File: src/rtl/cpu_hpm_counters.sv
// cpu_hpm_counters: hpmcounter3.. bank with event select, inhibit and overflow irq
module cpu_hpm_counters #(
   parameter int NUM_COUNTERS  = 4,
   parameter int NUM_EVENTS    = 8,
   parameter int COUNTER_WIDTH = 64
) (
   input  logic                  clk,
   input  logic                  rst,
   input  logic [11:0]           addr,
   input  logic [31:0]           data_in,
   input  logic                  wr,
   output logic [31:0]           data_out,
   output logic                  hit,
   input  logic [NUM_EVENTS-1:0] events,
   output logic                  irq
);
   localparam int N = NUM_COUNTERS;
   localparam int W = COUNTER_WIDTH;
   logic [W-1:0] cnt [N];
   logic [7:0]   sel [N];
   logic [N-1:0] ie, of, inh, inc, wlo, whi, wev, wrap;
   logic         winh;
   logic [255:0] ev_ext;
   // selector 0 and selectors past NUM_EVENTS land on constant-zero bits
   assign ev_ext = 256'({events, 1'b0});
   assign winh   = wr && addr == 12'h320;
   assign irq    = |(of & ie);
   // per-counter write decode, increment qualify and wrap detect
   always_comb begin
      wlo  = '0;
      whi  = '0;
      wev  = '0;
      inc  = '0;
      wrap = '0;
      for (int i = 0; i < N; i++) begin
         wlo[i]  = wr && addr[4:0] == 5'(i + 3) && addr[11:5] == 7'h58;
         whi[i]  = wr && addr[4:0] == 5'(i + 3) && addr[11:5] == 7'h5C;
         wev[i]  = wr && addr[4:0] == 5'(i + 3) && addr[11:5] == 7'h19;
         inc[i]  = ev_ext[sel[i]] & ~inh[i];
         wrap[i] = inc[i] & ~wlo[i] & ~whi[i] & (&cnt[i]);
      end
   end
   // counter, event-register and inhibit state; software writes beat increments, wrap beats OF clear
   always_ff @(posedge clk or posedge rst) begin
      if (rst) begin
         inh <= '0;
         ie  <= '0;
         of  <= '0;
         for (int i = 0; i < N; i++) begin
            cnt[i] <= '0;
            sel[i] <= '0;
         end
      end else begin
         if (winh) inh <= data_in[N+2:3];
         for (int i = 0; i < N; i++) begin
            cnt[i] <= wlo[i] ? {cnt[i][W-1:32], data_in} :
                      whi[i] ? {data_in[W-33:0], cnt[i][31:0]} :
                      inc[i] ? cnt[i] + 1'b1 : cnt[i];
            if (wev[i]) begin
               sel[i] <= data_in[7:0];
               ie[i]  <= data_in[30];
            end
            of[i] <= (wev[i] ? data_in[31] : of[i]) | wrap[i];
         end
      end
   end
   // combinational read mux over the mapped address pages
   always_comb begin
      data_out = '0;
      hit      = 1'b0;
      if (addr == 12'h320) begin
         hit      = 1'b1;
         data_out = 32'({inh, 3'b000});
      end
      for (int i = 0; i < N; i++) begin
         if (addr[4:0] == 5'(i + 3)) begin
            if (addr[11:5] == 7'h60 || addr[11:5] == 7'h58) begin
               hit      = 1'b1;
               data_out = cnt[i][31:0];
            end
            if (addr[11:5] == 7'h64 || addr[11:5] == 7'h5C) begin
               hit      = 1'b1;
               data_out = 32'(cnt[i][W-1:32]);
            end
            if (addr[11:5] == 7'h19) begin
               hit      = 1'b1;
               data_out = {of[i], ie[i], 22'b0, sel[i]};
            end
         end
      end
   end
endmodule

File: config.mk
export PLATFORM = sky130hd
export DESIGN_NAME = cpu_hpm_counters
export DESIGN_NICKNAME = d
export VERILOG_FILES = /design/src/rtl/cpu_hpm_counters.sv
export SDC_FILE = /design/constraint.sdc
export NUM_CORES = 1
export LEC_CHECK = 0
export ABC_CLOCK_PERIOD_IN_PS = 10150
export BUFFER_PORTS_ARGS = -buffer_cell sky130_fd_sc_hd__clkbuf_2
export CORE_ASPECT_RATIO = 1.4
export CORE_MARGIN = 4
export CORE_UTILIZATION = 30
export DETAILED_ROUTE_END_ITERATION = 10
export HOLD_SLACK_MARGIN = 0.05
export SYNTH_ARGS = -nofsm -noshare
export SYNTH_HDL_FRONTEND = slang
export SYNTH_SLANG_ARGS = --single-unit
File: constraint.sdc
create_clock -name clk -period 10.15 [get_ports clk]
set_clock_uncertainty 0.2 [all_clocks]
set_input_delay 2.5375 -clock clk [delete_from_list [all_inputs] [get_ports clk]]
set_output_delay 2.5375 -clock clk [all_outputs]
set_load 0.01 [all_outputs]
# --- Word-level counts from Yosys, hierarchy flattened ---
# Cells that the tools add are included.
# W data, S select, Z words.
totals:
  reg_bits: 300
  out_inout_bits: 34
  mem_bits_ro: 0
  elab_cells: 171
  memories: 0
  ramBits: 0
  in_bits: 55
  latch_bits: 0
classes:
  n_lt_le_gt_ge: 4
  reduce_logical: 40
  n_eq_ne: 14
  n_addsub: 4
  n_shift: 0
  mux: 58
  mul: 0
  n_div: 0
  bitwise: 33
op_table:
  columns: ["operator", "n"]
  rows:
  - ["$mux W32", 20]
  - ["$mux W64", 8]
  - ["$add A64 B1 Y64 const B", 4]
  - ["$reduce_and A64 Y1", 4]
  - ["$lt A8 B9 Y1 const B", 4]
  - ["$bmux W1 S8", 4]
  - ["$eq A7 B7 Y1 const B", 4]
  - ["$mux W1", 25]
  - ["$logic_and A1 B1 Y1", 17]
  - ["$and A1 B1 Y1", 16]
  - ["$reduce_and A2 Y1", 8]
  - ["$reduce_bool A2 Y1", 8]
  - ["$eq A5 B3 Y1 const B", 3]
  - ["$eq A12 B10 Y1 const B", 1]
  - ["$not A1 Y1", 12]
  - ["$ne A2 B2 Y1 const B", 4]
  - ["$eq A7 B5 Y1 const B", 1]
  - ["$mux W7", 1]
  - ["$eq A5 B2 Y1 const B", 1]
  - ["$and A4 B4 Y4", 1]
  - ["$or A1 B1 Y1", 4]
  - ["$reduce_or A4 Y1", 1]
  - ["$logic_or A1 B1 Y1", 2]

# --- Depth between registers and ports, before layout ---
# Gate-level depths: netlist of the first run.
depth:
  word_depth: 18
  ltp_mapped: 11
  ltp_nobuf: 8

# --- Least setup slack after synthesis of the first run ---
# No wires, ideal clock.
synth_timing:
  kind: "in2out"
  start: "in addr[8]"
  end: "out data_out[10]"
  cell_stages: 8
  arrival_ns: 4.468
  slack_ns: 2.944
  n_path_buf: 2
  t_required_ns: 7.413
  path_cell_list: "or3b_1 -> a2111oi_4 -> and2_1 -> buf_2 -> buf_4 -> mux2i_1 -> o22ai_1 -> o31a_1"
synth_via:
  elab_chain_cells: 18
  word_cells_on_any_way: 23
  cone_classes: "5 x eq/ne; 16 x mux; 2 x reduce/logical"
synth_rtl:
  columns: ["element", "line_no", "text"]
  rows:
  - ["start, declared", "9", "input logic [11:0] addr,"]
  - ["$eq A7 B7 Y1", "77", "if (addr[11:5] == 7'h60 || addr[11:5] == 7'h58) begin"]
  - ["$logic_or A1 B1 Y1", "77", null]
  - ["$mux W32", "77", null]
  - ["$mux W32", "81", "if (addr[11:5] == 7'h64 || addr[11:5] == 7'h5C) begin"]
  - ["$mux W32", "85", "if (addr[11:5] == 7'h19) begin"]
  - ["$mux W32", "76", "if (addr[4:0] == 5'(i + 3)) begin"]
  - ["$mux W32", "77", null]
  - ["$mux W32", "81", null]
  - ["[... 2 more ...]", null, null]
  - ["$mux W32", "77", null]
  - ["$mux W32", "81", null]
  - ["$mux W32", "85", null]
  - ["$mux W32", "76", null]
  - ["$mux W32", "77", null]
  - ["$mux W32", "81", null]
  - ["$mux W32", "85", null]
  - ["$mux W32 *", "76", null]
  - ["end, declared", "12", "output logic [31:0] data_out,"]
# Every way passes the cells marked *; elsewhere a longest branch is shown, timed or not.

# --- Final worst setup path of the first run ---
layout_timing:
  start: "in addr[8]"
  end: "out data_out[16]"
# Same word-level chain as after synthesis.

==> results by group, run 1 <==
Global routing
  – Initial antenna violation count: 2
  – First-pass GRT wire length: 131 mm
  – Grt total ovfl: 0
  – Total Routing Usage GR: 0.246
  – Number of global-route vias before repair: 18,900
  – Largest net degree at the start of global routing: 162

Critical path
  – R2R Path Start: sel[1]$_DFFE_PP0P_
  – CP max FO: 34
  – Most frequent CP cell: clkbuf_2
  – Delay-heaviest family, CP: compound AO/OA/AOI/OAI gates
  – Worst Path Arrival: 5470 ps
  – Critical Path RT: 7410 ps
  – Critical-path top delay cell: a2111oi_4
  – Startpoint Class: input pin
  – Critical setup path kind: in -> out
  – Worst Setup End Kind: output pin
  – Origin of the worst setup path: addr[8]
  – CP cell instances: clkbuf_2, or3b_1, a2111oi_4, nand2_2, buf_4, and2_1, a211oi_1, o22ai_1, o2bb2ai_1, clkbuf_2
  – Crit-path max cell delay: 580 ps
  – CP bufs+invs: 3

Power and ir drop
  – Internal power: 1880 µW
  – Sw Pwr: 690 µW
  – Seq pwr share: 0.485
  – Sw Ratio: 0.268
  – Pwr Density: 116 nW/µm²
  – Gate power share: 0.066
  – Clock group share of total power: 0.449
  – Maximum vdd drop: 0.128 mV
  – Lkg Pwr: 0.00846 µW

Floorplan
  – Die W: 227 µm
  – Floorplan row count: 112
  – Core ar.: 66,600 µm²
  – Die H: 315 µm
  – I/O Pins: 89
  – Initial Util: 0.303
  – Die ar.: 71,400 µm²

STA
  – Fin Setup TNS: 0 ps
  – Setup violators final: 0
  – Tcrit/Tclk final: 0.808
  – Fmax: 122 MHz
  – Final hold vios: 0
  – Final slew viol count: 0
  – Unrepaired setup endpoints after global routing: false
  – Worst-margin pin slew: 1300 ps
  – Min Clock Period, post-route: 8200 ps
  – Slew HR: 0.131

Routing
  – Vias/cell: 5.98
  – Post-route DRC: 0
  – TritonRoute pass-1 iters: 6
  – DR WL/cell: 27.1 µm
  – DR iter-0 viols: 2,290
  – Post-route ant nets: 0
  – Via count: 19,800
  – Final wirelength: 90.0 mm

Synth
  – Primary FF master, synth: dfrtp_1
  – Post-Synth XOR/XNOR Area: 0.0700
  – Post-synthesis compound-gate area fraction: 0.190
  – Syn Area/Cell: 8.18 µm²
  – Ys Warns: 0
  – Synthesized instance count: 2,462
  – Post-synth EDFFs: 0
  – Post-synthesis adder-cell area fraction: 0.00248
  – FF+latch count, synth: 300
  – Sequential area share after synthesis: 0.373
  – Post-Syn Area: 20,100 µm²
  – Yosys cell types: 90
  – Post-Synth Simple-Gate Area: 0.264
  – Mux contribution to synthesized area: 0.0593
  – Post-synthesis net count: 2,521
  – Asr flop ratio synth: 1.00
  – Main combinational cell family by area after synthesis: simple AND/OR/NAND/NOR gates

Finish
  – Nets: 2,497
  – Most common cell after layout, fill and taps aside: nand2_1
  – Most frequent cells in the layout: nand2_1, dfrtp_1, nor2_1, a21oi_1, o21ai_0
  – Layout area overhead: 10.3%
  – Layout cells sized above 1: 0.110
  – Fin cells: 3,317

Clocking
  – CTS tree: done
  – # resized after CTS: 0
  – TritonCTS Buffers: 30
  – Clock sink count: 300
  – Clock-pin slew of the registers on the worst-case setup and hold paths: 70 ps
  – Clk_lat worst skew: 620 ps
  – Clock buffer depth: 3
  – # Post-CTS Setup Buffers: 0
  – H-tree Lvls: 1
  – Hold buffer count at cts: 0
  – CTS root buffer: clkbuf_16

Placement
  – Hpwl dp: 65.7 mm
  – Port bufs: 88
  – Gp weighted congestion: 1.08
  – Placed Cells: 3,261

Worst hold path
  – Worst hold path type: reg -> reg
  – Hold path start: sel[22]$_DFFE_PP0P_

Outcome
  – Outcome: finished clean

Flow run
  – Total of max-cap violations: 0
-- per-layer routing --
layer  wire [µm]  track usage  vias to the layer above
li1            -            -                     8903
met1       33700        0.302                     9612
met2       38700        0.369                     1022
met3        7750       0.0439                      289
met4        9820        0.211                        4
met5          24            0                        -
-- worst register-to-register path, stage by stage (launching register included) --
cell and delay, ps:
dfrtp_1 510, mux2_1 390, and3_1 220, o41ai_4 660
nor2_1 330, buf_4 260, o21ai_2 570, o21ai_0 200
o21ai_0 100
-- cell type report --
class | count | area, µm²
Multi-Input combinational cell | 1955 | 11800
Tap cell | 855 | 1070
Clock buffer | 46 | 891
Fill cell | 6963 | 44300
Sequential cell | 300 | 7510
Inverter | 30 | 116
Timing Repair Buffer | 121 | 716
Clock inverter | 9 | 83.8
Antenna cell | 1 | 2.50
-- final timing paths --
path	slack, ps	end	cells past startpoint
min reg2reg	340	sel[22]$_DFFE_PP0P_	1
max reg2reg	6640	cnt[30]$_DFFE_PP0P_	8
min in group asynchronous	1710	cnt[46]$_DFFE_PP0P_	2
max	1950	data_out[16]	10
max in group asynchronous	6700	cnt[115]$_DFFE_PP0P_	3
min	340	sel[22]$_DFFE_PP0P_	1
-- sequential cells by signal, indices dropped and copies added (netlist names) --
register / cells
sel: 32
inh: 4
of: 4
cnt: 256
ie: 4
-- power by group through the flow --
stage                     sequential, µW  combinational, µW  clock (µW)
after floorplan                     1260               93.0           0
after global placement              1270                167           0
after detailed placement            1270                167           0
after CTS                           1250                168        1170
after global routing                1250                181        1200
final                               1250                171        1150
-- stage by stage --
| stage | utilization | cell area [µm²] | hold WS (ps) | total power (µW) | worst slack (ps) |
|---|---|---|---|---|---|
| global route | 0.334 | 22200 | 361 | 2630 | 1850 |
| finish | 0.334 | 22200 | 340 | 2570 | 1950 |
| detailed placement | 0.319 | 21200 | 323 | 1440 | 2030 |
| global placement | 0.319 | 21200 | 318 | 1430 | 2000 |
| CTS | 0.334 | 22200 | 340 | 2580 | 2000 |
| floorplan | - | 20100 | 281 | 1350 | 2940 |
-- logic make-up after synthesis --
group                      after synthesis
AOI/OAI and AO/OA                      614
and+or+nand+nor                       1065
xor gates and xnor gates               161
DFF                                    300
buffers and inverters                  207
adders and majority gates                4
muxes                                  111
-- synthesized netlist by cell type (all sizes together), types with 12 or more instances --
| library cell | count | area share |
|---|---|---|
| xor2 | 90 | 0.039 |
| or4 | 12 | 0.0045 |
| mux2i | 62 | 0.031 |
| o21ai | 176 | 0.044 |
| o22ai | 48 | 0.015 |
| buf | 64 | 0.015 |
| dfrtp | 300 | 0.37 |
| a22oi | 43 | 0.016 |
| nor4 | 29 | 0.014 |
| a21oi | 181 | 0.045 |
| xnor2 | 71 | 0.031 |
| a211oi | 20 | 0.0075 |
| and2 | 22 | 0.0068 |
| nand3 | 137 | 0.034 |
| o31a | 17 | 0.0074 |
| and4 | 24 | 0.010 |
| nor2 | 217 | 0.041 |
| inv | 30 | 0.0056 |
| clkbuf | 113 | 0.021 |
| o211ai | 17 | 0.0063 |
| mux2 | 47 | 0.026 |
| nand4 | 73 | 0.024 |
| nor3 | 84 | 0.021 |
| nand2 | 342 | 0.064 |
| a31oi | 22 | 0.0068 |
| and3 | 59 | 0.018 |
(Power assumes the default switching activity.)
==> run 2, diff against run 1 <==
--- a/config.mk
+++ b/config.mk
@@ -5,7 +5,7 @@
 export SDC_FILE = /design/constraint.sdc
 export NUM_CORES = 1
 export LEC_CHECK = 0
-export ABC_CLOCK_PERIOD_IN_PS = 10150
+export ABC_CLOCK_PERIOD_IN_PS = 7400
 export BUFFER_PORTS_ARGS = -buffer_cell sky130_fd_sc_hd__clkbuf_2
 export CORE_ASPECT_RATIO = 1.4
 export CORE_MARGIN = 4
==> constraint.sdc (replaced) <==
create_clock -name clk -period 7.4 [get_ports clk]
set_clock_uncertainty 0.2 [all_clocks]
set_input_delay 1.85 -clock clk [delete_from_list [all_inputs] [get_ports clk]]
set_output_delay 1.85 -clock clk [all_outputs]
set_load 0.01 [all_outputs]
==> results by group, run 2 (same netlist as run 1, synthesis figures left out) <==
STA
  – Final slew viol count: 0
  – Min Clock Period, post-route: 6950 ps
  – Unrepaired setup endpoints after global routing: false
  – Setup violators final: 0
  – Worst-margin pin slew: 1250 ps
  – Fin Setup TNS: 0 ps
  – Final hold vios: 0
  – Slew HR: 0.161
  – Tcrit/Tclk final: 0.939
  – Fmax: 144 MHz

Finish
  – Most frequent cells in the layout: nand2_1, dfrtp_1, nor2_1, a21oi_1, o21ai_0
  – Nets: 2,506
  – Largest registers: cnt (256), sel (32)
  – Layout area overhead: 11.3%
  – Fin util: 0.337
  – Fillers: 6,936
  – Layout cells sized above 1: 0.112
  – Most common cell after layout, fill and taps aside: nand2_1
  – Most flops, register: cnt
  – Max reg flops: 256

Clocking
  – Clock sink count: 300
  – Clock buffer depth: 3
  – TritonCTS Buffers: 35
  – Hold buffer count at cts: 0
  – Clk_lat worst skew: 540 ps
  – CTS tree: done
  – CTS root buffer: clkbuf_16
  – # resized after CTS: 0
  – Clock-pin slew of the registers on the worst-case setup and hold paths: 60 ps
  – # Post-CTS Setup Buffers: 0
  – H-tree Lvls: 2

Routing
  – Via count: 20,100
  – Post-route DRC: 0
  – Final wirelength: 88.0 mm
  – Post-route ant nets: 0
  – DR iter-0 viols: 2,240
  – TritonRoute pass-1 iters: 6
  – Vias/cell: 6.05
  – DR WL/cell: 26.5 µm

Global routing
  – Largest net degree at the start of global routing: 158
  – First-pass GRT wire length: 129 mm
  – Busiest layer in global routing: met2
  – Number of global-route vias before repair: 19,000
  – GRT met2 Usage: 0.375
  – Initial antenna violation count: 0
  – Grt total ovfl: 0
  – Total Routing Usage GR: 0.241
  – GRT met1 Usage: 0.302
  – GR Util met3: 0.0392

Floorplan
  – Initial Util: 0.303
  – Die ar.: 71,400 µm²
  – Floorplan row count: 112
  – I/O Pins: 89
  – Core ar.: 66,600 µm²
  – Die H: 315 µm
  – Die W: 227 µm

Power and ir drop
  – Pwr Density: 167 nW/µm²
  – Lkg Pwr: 0.00856 µW
  – Maximum vdd drop: 0.129 mV

Critical path
  – Crit-path max cell delay: 700 ps
  – Worst Path Arrival: 4900 ps
  – Critical setup path kind: in -> out
  – Delay-heaviest family, CP: compound AO/OA/AOI/OAI gates
  – Critical-path top delay cell: buf_4
  – CP cell instances: clkbuf_2, or3b_1, a2111oi_4, buf_4, o21ai_1, a21boi_0, o221ai_1, clkbuf_2
  – CP bufs+invs: 3
  – Most frequent CP cell: clkbuf_2
  – CP max FO: 69
  – Startpoint Class: input pin
  – Critical Path RT: 5350 ps
  – Worst Setup End Kind: output pin

Placement
  – Gp weighted congestion: 1.00
  – Port bufs: 88
  – Hpwl dp: 63.9 mm

Worst hold path
  – Worst hold path type: reg -> reg

Outcome
  – Outcome: finished clean

Flow run
  – Total of max-cap violations: 0
## run 2: metrics by stage
step	hold WS, ps	instance area, µm²	cells	total power [µW]	setup slack [ps]
global placement	320	21300	3265	1970	610
floorplan	281	20100	2462	1850	1360
global route	359	22400	3323	3840	332
CTS	336	22400	3323	3750	580
finish	341	22400	3324	3740	448
detailed placement	323	21300	3265	1970	599
## run 2: final timing paths
| path | to | from | slack, ps | depth (start not counted) |
|---|---|---|---|---|
| worst max-delay path | data_out[6] | addr[8] | 450 | 8 |
| worst min-delay path | sel[21]$_DFFE_PP0P_ | sel[21]$_DFFE_PP0P_ | 340 | 1 |
| worst max register to register | cnt[118]$_DFFE_PP0P_ | cnt[76]$_DFFE_PP0P_ | 3910 | 7 |
| worst min register to register | sel[21]$_DFFE_PP0P_ | sel[21]$_DFFE_PP0P_ | 340 | 1 |
| max in group asynchronous | cnt[141]$_DFFE_PP0P_ | rst | 4660 | 3 |
| min in group asynchronous | cnt[6]$_DFFE_PP0P_ | rst | 1070 | 2 |
## run 2: power breakdown
part | internal (µW) | switching [µW] | total, µW
Combinational | 56.9 | 177 | 234
Sequential | 1670 | 48.4 | 1710
Clock | 1050 | 740 | 1790
## run 2: layer usage
| metal | vias up | part of all wire |
|---|---|---|
| li1 | 8932 | - |
| met1 | 9794 | 0.38 |
| met2 | 1078 | 0.45 |
| met3 | 294 | 0.079 |
| met4 | 0 | 0.093 |
| met5 | - | 0 |
## run 2: area by class of cell
| class | count | area, µm² | share of cell area |
|---|---|---|---|
| multi-input combinational | 1955 | 11800 | 0.528 |
| inverter | 30 | 116 | 0.00519 |
| timing repair buffer | 125 | 758 | 0.0338 |
| antenna | 1 | 2.50 | 0.000112 |
| tap | 855 | 1070 | 0.0477 |
| clock inverter | 6 | 82.6 | 0.00368 |
| sequential | 300 | 7510 | 0.335 |
| clock buffer | 52 | 1050 | 0.0469 |
==> run 3, diff against run 2 <==
--- a/config.mk
+++ b/config.mk
@@ -5,7 +5,7 @@
 export SDC_FILE = /design/constraint.sdc
 export NUM_CORES = 1
 export LEC_CHECK = 0
-export ABC_CLOCK_PERIOD_IN_PS = 7400
+export ABC_CLOCK_PERIOD_IN_PS = 7600
 export BUFFER_PORTS_ARGS = -buffer_cell sky130_fd_sc_hd__clkbuf_2
 export CORE_ASPECT_RATIO = 1.4
 export CORE_MARGIN = 4
==> constraint.sdc (replaced) <==
create_clock -name clk -period 7.6 [get_ports clk]
set_clock_uncertainty 0.2 [all_clocks]
set_input_delay 1.9 -clock clk [delete_from_list [all_inputs] [get_ports clk]]
set_output_delay 1.9 -clock clk [all_outputs]
set_load 0.01 [all_outputs]
==> results by group, run 3 (same netlist as run 1, synthesis figures left out) <==
Outcome
  – Outcome: finished clean

Critical path
  – Origin of the worst setup path: addr[8]
  – Worst Setup End Kind: output pin
  – Setup slack, reg-to-reg: 4150 ps
  – CP max FO: 44
  – Most frequent CP cell: clkbuf_2
  – Startpoint Class: input pin
  – Critical-path top delay cell: and2_4
  – Critical Path RT: 5500 ps
  – CP cell instances: clkbuf_2, or3b_1, a2111oi_4, and2_4, nor2_1, a211oi_1, o22ai_1, o2bb2ai_1, clkbuf_2
  – Delay-heaviest family, CP: compound AO/OA/AOI/OAI gates
  – CP Depth: 9
  – CP bufs+invs: 2
  – Crit-path max cell delay: 640 ps
  – Critical path endpoint: data_out[15]
  – R2R Path Start: cnt[71]$_DFFE_PP0P_
  – Worst Path Arrival: 4860 ps
  – Critical setup path kind: in -> out
  – Worst r2r dst: cnt[118]$_DFFE_PP0P_
  – R2r worst-path depth: 7

Power and ir drop
  – Sw Ratio: 0.252
  – Sw Pwr: 968 µW
  – Clock group share of total power: 0.506
  – Internal power: 2870 µW
  – Maximum vdd drop: 0.130 mV
  – Lkg Pwr: 0.00862 µW
  – Gate power share: 0.059
  – Seq pwr share: 0.435
  – Pwr Density: 170 nW/µm²

Placement
  – Area post-placement: 21,300 µm²
  – Gp weighted congestion: 1.01
  – Hpwl dp: 64.4 mm
  – Port bufs: 88

Worst hold path
  – Hold path start: sel[22]$_DFFE_PP0P_
  – Worst hold path type: reg -> reg

Floorplan
  – Initial Util: 0.303
  – Die ar.: 71,400 µm²
  – Core ar.: 66,600 µm²
  – Floorplan row count: 112
  – Die W: 227 µm
  – I/O Pins: 89
  – Die H: 315 µm

STA
  – Worst-margin pin slew: 1210 ps
  – Hold Slack: 329 ps
  – Tcrit/Tclk final: 0.915
  – Min Clock Period, post-route: 6960 ps
  – Fin Setup TNS: 0 ps
  – Unrepaired setup endpoints after global routing: false
  – Slew HR: 0.189
  – Final hold vios: 0
  – Final slew viol count: 0
  – Fmax: 144 MHz
  – Setup violators final: 0

Global routing
  – Total Routing Usage GR: 0.242
  – Initial antenna violation count: 0
  – Largest net degree at the start of global routing: 127
  – Number of global-route vias before repair: 19,000
  – Grt total ovfl: 0
  – First-pass GRT wire length: 129 mm

Routing
  – Post-route DRC: 0
  – Post-route ant nets: 0
  – Final wirelength: 88.3 mm
  – Via count: 19,900
  – DR iter-0 viols: 2,167
  – TritonRoute pass-1 iters: 6
  – DR WL/cell: 26.5 µm
  – Vias/cell: 5.99

Finish
  – Most frequent cells in the layout: nand2_1, dfrtp_1, nor2_1, a21oi_1, o21ai_0
  – Multi-input logic area: 11,800 µm²
  – Cell area after layout: 22,600 µm²
  – Largest registers: cnt (256), sel (32)
  – Most flops, register: cnt
  – Antenna diodes: 0
  – Nets: 2,506
  – Sequential cell area: 7510 µm²
  – Layout area overhead: 12.1%
  – Layout cells sized above 1: 0.115
  – Max reg flops: 256
  – Fillers: 6,944
  – Most common cell after layout, fill and taps aside: nand2_1

Clocking
  – Clk_lat worst skew: 560 ps
  – Hold buffer count at cts: 0
  – Clock-pin slew of the registers on the worst-case setup and hold paths: 60 ps
  – # Post-CTS Setup Buffers: 0
  – TritonCTS Buffers: 34
  – # resized after CTS: 0
  – Clock buffer depth: 3
  – CTS tree: done
  – CTS root buffer: clkbuf_16
  – Clock sink count: 300
  – H-tree Lvls: 2

Flow run
  – Total of max-cap violations: 0
run 3: worst min-delay path by stage:
stage	endpoint	cells past startpoint
final	sel[22]$_DFFE_PP0P_	1
after detailed placement	sel[22]$_DFFE_PP0P_	1
after floorplan	of[2]$_DFF_PP0_	2
after global placement	sel[22]$_DFFE_PP0P_	1
after global routing	sel[22]$_DFFE_PP0P_	1
after CTS	sel[22]$_DFFE_PP0P_	1
run 3: layout make-up:
cell class | instances | share of cell area
repair buffers | 126 | 0.0345
inverters | 30 | 0.00515
clock buffers | 45 | 0.0440
well taps | 855 | 0.0474
clock inverters | 15 | 0.0128
flip-flops and latches | 300 | 0.332
multi-input cells | 1955 | 0.524
run 3: stage by stage:
step / power (µW) / setup slack [ps] / util / cells
2_1_floorplan: 1800 / 1510 / - / 2462
3_3_place_gp: 1920 / 719 / 0.320 / 3266
3_5_place_dp: 1920 / 762 / 0.320 / 3266
4_1_cts: 3850 / 747 / 0.339 / 3326
5_1_grt: 3920 / 544 / 0.339 / 3326
6_report: 3840 / 642 / 0.339 / 3326
run 3: routing by layer:
metal	wire length, µm	global-route usage
met2	39700	0.381
met4	8580	0.185
met5	0	0
met1	33300	0.299
met3	6700	0.0315
run 3: power by group through the flow:
stage / clock [µW] / combinational [µW] / sequential [µW]
after detailed placement: 0 / 225 / 1700
after global routing: 2010 / 242 / 1670
after floorplan: 0 / 124 / 1680
final: 1940 / 228 / 1670
after CTS: 1960 / 225 / 1670
after global placement: 0 / 224 / 1700
run 3: worst reg2reg max path, stage by stage (launching register included):
cell and delay (ps):
dfrtp_1 510, and4_1 360, and4_1 350, nand4_2 230, nor4_4 1000, nand3_1 330
xor2_1 230, o21ai_0 160
